===== config.mk =====
export PLATFORM = sky130hd
export DESIGN_NAME = result_display
export DESIGN_NICKNAME = d
export VERILOG_FILES = /design/src/rtl/result_display.sv
export SDC_FILE = /design/constraint.sdc
export NUM_CORES = 1
export LEC_CHECK = 0
export ABC_CLOCK_PERIOD_IN_PS = 3220
export CORE_MARGIN = 5
export CORE_UTILIZATION = 58
export DETAILED_ROUTE_END_ITERATION = 8
export GPL_ROUTABILITY_DRIVEN = 0
export PLACE_DENSITY = 0.79
export REMOVE_ABC_BUFFERS = 1
export SLEW_MARGIN = 20
export SYNTH_ARGS = -nofsm -noshare
export SYNTH_HDL_FRONTEND = slang
export SYNTH_SLANG_ARGS = --single-unit

===== constraint.sdc =====
create_clock -name clk -period 3.22 [get_ports clk]
set_clock_uncertainty 0.05 [all_clocks]
set_input_delay 0.483 -clock clk [delete_from_list [all_inputs] [get_ports clk]]
set_output_delay 0.483 -clock clk [all_outputs]
set_load 0.02 [all_outputs]

===== src/rtl/result_display.sv =====
// Captures calculator results, converts them to BCD with a serial double-dabble engine,
// and scans the value onto a 4-digit active-low 7-segment display in decimal or hex.
module result_display #(
    parameter int SCAN_W = 16
) (
    input  logic        clk,
    input  logic        rst,
    input  logic [15:0] result,
    input  logic        ld_result,
    input  logic        dec_mode,
    output logic        busy,
    output logic [15:0] shown,
    output logic [3:0]  an,
    output logic [6:0]  seg
);

    typedef enum logic [1:0] {IDLE, CONV, COMMIT} state_t;

    state_t        state_q, state_d;
    logic [15:0]   shift_q, shift_d;
    logic [19:0]   bcd_q, bcd_d, bcd_adj;
    logic [3:0]    cnt_q, cnt_d;
    logic [15:0]   val_q, val_d;
    logic [15:0]   shown_q, shown_d;
    logic [19:0]   dig_q, dig_d;
    logic          pend_q, pend_d;
    logic [15:0]   pval_q, pval_d;

    logic [SCAN_W-1:0] scan_q;
    logic [1:0]        idx_q;
    logic [3:0]        an_q, an_d;
    logic [6:0]        seg_q, seg_d;
    logic [3:0]        nib;
    logic              dash;

    function automatic logic [6:0] seg_enc(input logic [3:0] n);
        logic [6:0] s;
        case (n)
            4'h0: s = 7'b1000000;
            4'h1: s = 7'b1111001;
            4'h2: s = 7'b0100100;
            4'h3: s = 7'b0110000;
            4'h4: s = 7'b0011001;
            4'h5: s = 7'b0010010;
            4'h6: s = 7'b0000010;
            4'h7: s = 7'b1111000;
            4'h8: s = 7'b0000000;
            4'h9: s = 7'b0010000;
            4'hA: s = 7'b0001000;
            4'hB: s = 7'b0000011;
            4'hC: s = 7'b1000110;
            4'hD: s = 7'b0100001;
            4'hE: s = 7'b0000110;
            default: s = 7'b0001110;
        endcase
        return s;
    endfunction

    always_comb begin
        bcd_adj = bcd_q;
        for (int k = 0; k < 5; k++) begin
            if (bcd_q[k*4 +: 4] >= 4'd5)
                bcd_adj[k*4 +: 4] = bcd_q[k*4 +: 4] + 4'd3;
        end
    end

    always_comb begin
        state_d = state_q;
        shift_d = shift_q;
        bcd_d   = bcd_q;
        cnt_d   = cnt_q;
        val_d   = val_q;
        shown_d = shown_q;
        dig_d   = dig_q;
        pend_d  = pend_q;
        pval_d  = pval_q;
        case (state_q)
            IDLE: begin
                if (ld_result) begin
                    shift_d = result;
                    val_d   = result;
                    bcd_d   = 20'd0;
                    cnt_d   = 4'd0;
                    state_d = CONV;
                end
            end
            CONV: begin
                bcd_d   = {bcd_adj[18:0], shift_q[15]};
                shift_d = {shift_q[14:0], 1'b0};
                cnt_d   = cnt_q + 4'd1;
                if (cnt_q == 4'd15)
                    state_d = COMMIT;
                if (ld_result) begin
                    pend_d = 1'b1;
                    pval_d = result;
                end
            end
            COMMIT: begin
                shown_d = val_q;
                dig_d   = bcd_q;
                bcd_d   = 20'd0;
                cnt_d   = 4'd0;
                // A load landing on the commit cycle is queued behind the pending one,
                // or started directly if nothing is pending, so it is never lost.
                if (pend_q) begin
                    shift_d = pval_q;
                    val_d   = pval_q;
                    state_d = CONV;
                    pend_d  = ld_result;
                    if (ld_result)
                        pval_d = result;
                end else if (ld_result) begin
                    shift_d = result;
                    val_d   = result;
                    state_d = CONV;
                end else begin
                    state_d = IDLE;
                end
            end
            default: state_d = IDLE;
        endcase
    end

    always_ff @(posedge clk) begin
        if (rst) begin
            state_q <= IDLE;
            shift_q <= '0;
            bcd_q   <= '0;
            cnt_q   <= '0;
            val_q   <= '0;
            shown_q <= '0;
            dig_q   <= '0;
            pend_q  <= 1'b0;
            pval_q  <= '0;
        end else begin
            state_q <= state_d;
            shift_q <= shift_d;
            bcd_q   <= bcd_d;
            cnt_q   <= cnt_d;
            val_q   <= val_d;
            shown_q <= shown_d;
            dig_q   <= dig_d;
            pend_q  <= pend_d;
            pval_q  <= pval_d;
        end
    end

    always_comb begin
        dash  = dec_mode && (dig_q[19:16] != 4'd0);
        nib   = dec_mode ? dig_q[{idx_q, 2'b00} +: 4] : shown_q[{idx_q, 2'b00} +: 4];
        seg_d = dash ? 7'b0111111 : seg_enc(nib);
        an_d  = ~(4'b0001 << idx_q);
    end

    // an and seg share one register stage so a digit switch never shows the wrong pattern.
    always_ff @(posedge clk) begin
        if (rst) begin
            scan_q <= '0;
            idx_q  <= 2'd0;
            an_q   <= 4'b1111;
            seg_q  <= 7'b1111111;
        end else begin
            scan_q <= scan_q + 1'b1;
            if (scan_q == {SCAN_W{1'b1}})
                idx_q <= idx_q + 2'd1;
            an_q  <= an_d;
            seg_q <= seg_d;
        end
    end

    assign busy  = (state_q != IDLE);
    assign shown = shown_q;
    assign an    = an_q;
    assign seg   = seg_q;

endmodule


# After elaboration in Yosys (flattened, before gate mapping)
# Memories as Yosys holds them, arrays and structs flattened.
# Index checks and enable logic that the tools add are counted.
word_totals:
  elab_cells: 80
  input_bits: 20
  memories: 1
  register_bits: 140
  ram_bits: 0
  rom_bits: 112
  out_inout_bits: 28
  latch_bits: 0
mem_list:
  columns: ["name", "depth", "word_bits", "read_ports", "rd_clocked_by_memory_dff", "wr", "line", "rtl"]
  rows:
  - ["(no name shown)", 16, 7, 1, 0, 0, "38", "case (n)"]
op_classes:
  reduce_logical: 12
  add_sub_neg: 8
  eq_ne: 8
  div_mod_pow: 0
  shift: 3
  n_lt_le_gt_ge: 5
  mux: 28
  bitwise: 1
  n_mul: 0
ops:
  columns: ["operator", "n"]
  rows:
  - ["$mux 16", 6]
  - ["$pmux 16 s2", 2]
  - ["$pmux 20 s3", 1]
  - ["$pmux 16 s3", 1]
  - ["$mux 4", 6]
  - ["$ge 4x3->1 const B", 5]
  - ["$mux 20", 1]
  - ["$shiftx 20x5->4", 1]
  - ["$add 16x1->16 const B", 1]
  - ["$add 4x2->4 const B", 4]
  - ["$eq 16x16->1 const B", 1]
  - ["$shiftx 16x5->4", 1]
  - ["$pmux 4 s3", 1]
  - ["$ne 2x2->1 const B", 4]
  - ["$reduce_and 2->1", 4]
  - ["$mux 7", 1]
  - ["$pmux 2 s3", 1]
  - ["$reduce_bool 2->1", 3]
  - ["$add 4x1->4 const B", 1]
  - ["$eq 4x4->1 const B", 1]
  - ["$mux 1", 4]
  - ["$mux 2", 2]
  - ["$not 4->4", 1]
  - ["$reduce_bool 4->1", 1]
  - ["11 further kinds", 11]

# Longest topological paths before layout
# An unclocked memory read counts as a cell.
logic_depth:
  depth_word: 4
  mapped_depth: 10
  depth_no_buf: 7

# Worst setup path before layout
# OpenSTA, ideal clock, no wires.
synth_timing:
  path_kind: "flip-flop to flip-flop"
  start: "register idx_q[0]"
  end: "register seg_q[6] (netlist: seg[6])"
  period_less_slack_ps: 2257
  setup_ps: 119
  slack_ps: 963
  t_required_ps: 3051
  n_path_buf: 1
  arrival_time_ps: 2088
  path_stages_with_launch: 9
  path_cell_list: "dfxtp_1 buf_2 mux4_2 mux2i_1 inv_1 ha_1 o21a_1 a21oi_1 o21bai_1"
synth_between:
  elab_chain_cells: 4
  elab_cells_between_ends: 5
  classes_between: "2 x shift; 2 x mux; 1 x memory"
synth_lines:
  columns: ["element", "line", "rtl"]
  rows:
  - ["from (decl)", "30", "logic [1:0] idx_q;"]
  - ["from (signal assigned)", "165", "idx_q <= idx_q + 2'd1;"]
  - ["$shiftx 16x5->4 / $shiftx 20x5->4 (equally long branches)", "150", "nib = dec_mode ? dig_q[{idx_q, 2'b00} +: 4] : shown_q[{idx_q, 2'b00} +: 4];"]
  - ["$mux 4 (*)", "150", null]
  - ["$mem_v2 16x7 (*)", null, null]
  - ["$mux 7 (*)", "151", "seg_d = dash ? 7'b0111111 : seg_enc(nib);"]
  - ["to (signal assigned)", "167", "seg_q <= seg_d;"]
  - ["to (decl)", "32", "logic [6:0] seg_q, seg_d;"]
# Mark *: on every way between the ends. The rest lies on a longest branch, timed or not.
# A chain may end at the register's enable or synchronous reset.

# Worst setup path after layout
# Ends and elaborated chain as after synthesis.

==> impl_metrics.env <==
export IMPL_grt_use_met2_pct=40.0
export IMPL_grt_pass1_wl_um=24800
export IMPL_seq_area_um2=2800
export IMPL_track_usage_pct=23.6
export IMPL_insertion_delay_ns=0.53
export IMPL_max_freq_mhz=392
export IMPL_core_area_um2=10900
export IMPL_drive_gt1_share_pct=8.64
export IMPL_avgSynthCellArea_um2=9.41
export IMPL_reg2reg_depth=7
export IMPL_power_density_nw_per_um2=714
export IMPL_drtAntennaViolNets=0
export IMPL_maxSlewViolCount=0
export IMPL_rows=38
export IMPL_fin_area_um2=7670
export IMPL_period_minus_slack_ns=2.55
export IMPL_p_sw_mw=1.63
export IMPL_finalNetCount=763
export IMPL_first_iter_violations=394
export IMPL_yosysTopAreaCell="dfxtp_1"
export IMPL_cts_buffers=17
export IMPL_synth_distinct_cells=43
export IMPL_post_cts_setup_buffer_count=0
export IMPL_p_int_mw=3.85
export IMPL_crit_path_start="idx_q[0]"
export IMPL_vias=5120
export IMPL_antenna_found_initial=0
export IMPL_top_usage_layer="met2"
export IMPL_hp_class="in -> reg"
export IMPL_drt_wl_total_um=14900
export IMPL_dpl_hpwl_um=9950
export IMPL_criticalPathCategory="reg -> reg"
export IMPL_synth_flop_cell="dfxtp_1"
export IMPL_wl_per_cell_um=17.2
export IMPL_cts_max_level=4
export IMPL_synthTopCellsByArea="dfxtp_1, mux2i_1, nor2_1"
export IMPL_io_buffers=47
export IMPL_synth_top_area_share_pct=43.3
export IMPL_synth_area_um2=6470
export IMPL_cts_resized=0
export IMPL_ir_drop_uv=503
export IMPL_dp_slack_ns=0.217
export IMPL_gr_total_overflow=0
export IMPL_cts_tree="yes"
export IMPL_finalCritPeriodShare_pct=79.2
export IMPL_path_depth=7
export IMPL_fp_dieH_um=116
export IMPL_p_leak_nw=3.08
export IMPL_total_power_mw=5.47
export IMPL_power_share_switching_pct=29.8
export IMPL_initial_utilization_pct=59.5
export IMPL_pwr_share_clk_pct=39.1
export IMPL_p_seq_share_pct=37.1
export IMPL_gr_usage_met3_pct=6.16
export IMPL_vias_per_cell=5.89
export IMPL_setup_viol_count_final=0
export IMPL_cp_required_ns=3.59
export IMPL_dpl_instance_area_um2=7010
export IMPL_finalSetupTns_ns=0
export IMPL_io_pins=48
export IMPL_grt_start_max_net_pins=79
export IMPL_cp_cell_sequence="mux4_2 > mux2i_1 > inv_1 > ha_1 > o21a_1 > a21oi_1 > o21bai_1"
export IMPL_synthToLayoutAreaGrowth_pct=18.4
export IMPL_die_area_um2=13400
export IMPL_r2r_start="idx_q[0]"
export IMPL_met1_usage_pct=29.1
export IMPL_multi_input_area_um2=3400
export IMPL_p_comb_share_pct=23.8
export IMPL_synth_seq_cells=140
export IMPL_clock_sinks=140
export IMPL_status="finished, final reports clean"
export IMPL_tightest_slew_ns=0.767
export IMPL_synth_warnings=0
export IMPL_rsz0062_at_grt="no"
export IMPL_drc=0
export IMPL_path_buf_inv=1
export IMPL_crit_path_end_kind="flop"
export IMPL_cap_violations=0
export IMPL_crit_slowest_cell="dfxtp_1"
export IMPL_path_max_fanout=10
export IMPL_critPathArrivalTime_ns=2.91
export IMPL_cts_hold_buf=0
export IMPL_dr_pass1_iters=5
export IMPL_synth_edf_count=0
export IMPL_clockBufferDepth=2
export IMPL_fin_ws_ns=0.671
export IMPL_start_kind="flop"
export IMPL_critical_path_top_delay_family="multiplexers"
export IMPL_fillers=821
export IMPL_whs_path_depth=2
export IMPL_clockRootBuffer="clkbuf_8"
export IMPL_insertedDiodeCount=0
export IMPL_final_hold_violation_count=0
export IMPL_die_w_um=116
export IMPL_hold_start="rst"
export IMPL_clkTransAtPathRegs_ns=0.06
export IMPL_synth_seq_area_share_pct=43.3
export IMPL_async_reset_ff_share_pct=0
export IMPL_relSlewSlack_pct=48.6
export IMPL_grt_pass1_vias=5067
export IMPL_synthCells=688
export IMPL_max_stage_delay_ns=0.67
==> logic make-up after synthesis <==
family / count (synthesis) / share of synthesized area, %
muxes: 95 / 16.2
buffers and inverters: 69 / 4.35
and+or+nand+nor: 206 / 14.2
xor gates and xnor gates: 22 / 2.98
DFF: 140 / 43.3
adders and majority gates: 27 / 5.22
AOI/OAI and AO/OA: 129 / 13.8
==> layout make-up <==
cell class	instances	share of cell area [%]
clock inverters	10	2.42
flip-flops and latches	140	36.6
clock buffers	22	6.17
well taps	140	2.28
inverters	22	1.08
multi-input cells	479	44.4
repair buffers	56	7.15
==> routing by layer <==
| layer | up-vias | share of wire (%) |
|---|---|---|
| li1 | 2468 | - |
| met1 | 2504 | 44 |
| met2 | 125 | 50 |
| met3 | 23 | 4.5 |
| met4 | 0 | 1.7 |
| met5 | - | 0 |
==> worst paths after layout <==
kind	to	slack, ns
worst max-delay path	seg[6]	0.67
worst min-delay path	pval_q[15]	0.31
worst max register to register	seg[6]	0.67
worst min register to register	scan_q[0]	0.39
==> through the flow <==
stage / instances / hold slack [ns] / util (%)
2_1_floorplan: 641 / 0.359 / -
3_3_place_gp: 837 / 0.375 / 64.3
3_5_place_dp: 837 / 0.384 / 64.4
4_1_cts: 869 / 0.297 / 70.4
5_1_grt: 869 / 0.314 / 70.4
6_report: 869 / 0.307 / 70.4
==> sequential cells by signal (all words and copies together) (netlist names) <==
register and count:
val_q 16, dig_q 20, bcd_q 20, cnt_q 4, an 4, shown 16, seg 7, scan_q 16
shift_q 16, state_q 2, idx_q 2, pval_q 16, pend_q 1
==> cell usage after synthesis, types with 2 or more instances <==
library cell / number
a211oi_1: 17
a21oi_1: 26
a22o_1: 15
a22oi_1: 26
a2bb2oi_1: 15
and2_1: 2
and3_1: 4
buf_1: 2
buf_2: 6
buf_6: 2
clkbuf_1: 37
dfxtp_1: 140
ha_1: 27
inv_1: 22
mux2_2: 8
mux2_4: 2
mux2i_1: 79
mux4_2: 6
nand2_1: 17
nand2b_1: 13
nand3_1: 19
nor2_1: 122
nor2b_1: 7
nor3_1: 5
nor3b_1: 7
o21a_1: 2
o21ai_0: 17
o21ai_1: 2
or2_2: 2
or3_1: 6
xnor2_1: 15
xor2_1: 7
==> power by group through the flow <==
| stage | Sequential [mW] | Clock, mW | Combinational [mW] |
|---|---|---|---|
| floorplan | 2.04 | 0 | 0.880 |
| global placement | 2.06 | 0 | 1.24 |
| detailed placement | 2.06 | 0 | 1.28 |
| CTS | 2.03 | 2.15 | 1.29 |
| global route | 2.05 | 2.25 | 1.41 |
| finish | 2.03 | 2.14 | 1.30 |
==> placed cells by master (no fill, tap or decap), types with 2 or more instances in the layout <==
cell	n
clkinvlp_4	4
a2bb2oi_1	15
and3_1	4
or2_2	2
mux4_2	6
clkbuf_8	5
inv_1	22
buf_4	9
a22o_1	15
ha_1	26
nor3_1	5
and2_1	2
dfxtp_1	140
o21ai_2	2
a22oi_1	26
nand2b_1	13
a211oi_1	17
nand3_1	19
xnor2_1	15
bufinv_16	5
clkdlybuf4s50_1	46
o21a_1	2
mux2_4	2
or3_1	6
mux2i_1	79
a21oi_1	26
nor3b_1	7
o21ai_0	17
xor2_1	7
mux2_2	8
nor2b_1	7
nor2_1	122
clkbuf_16	16
nand2_1	17
No activity file was read; power rests on OpenSTA's default activity.
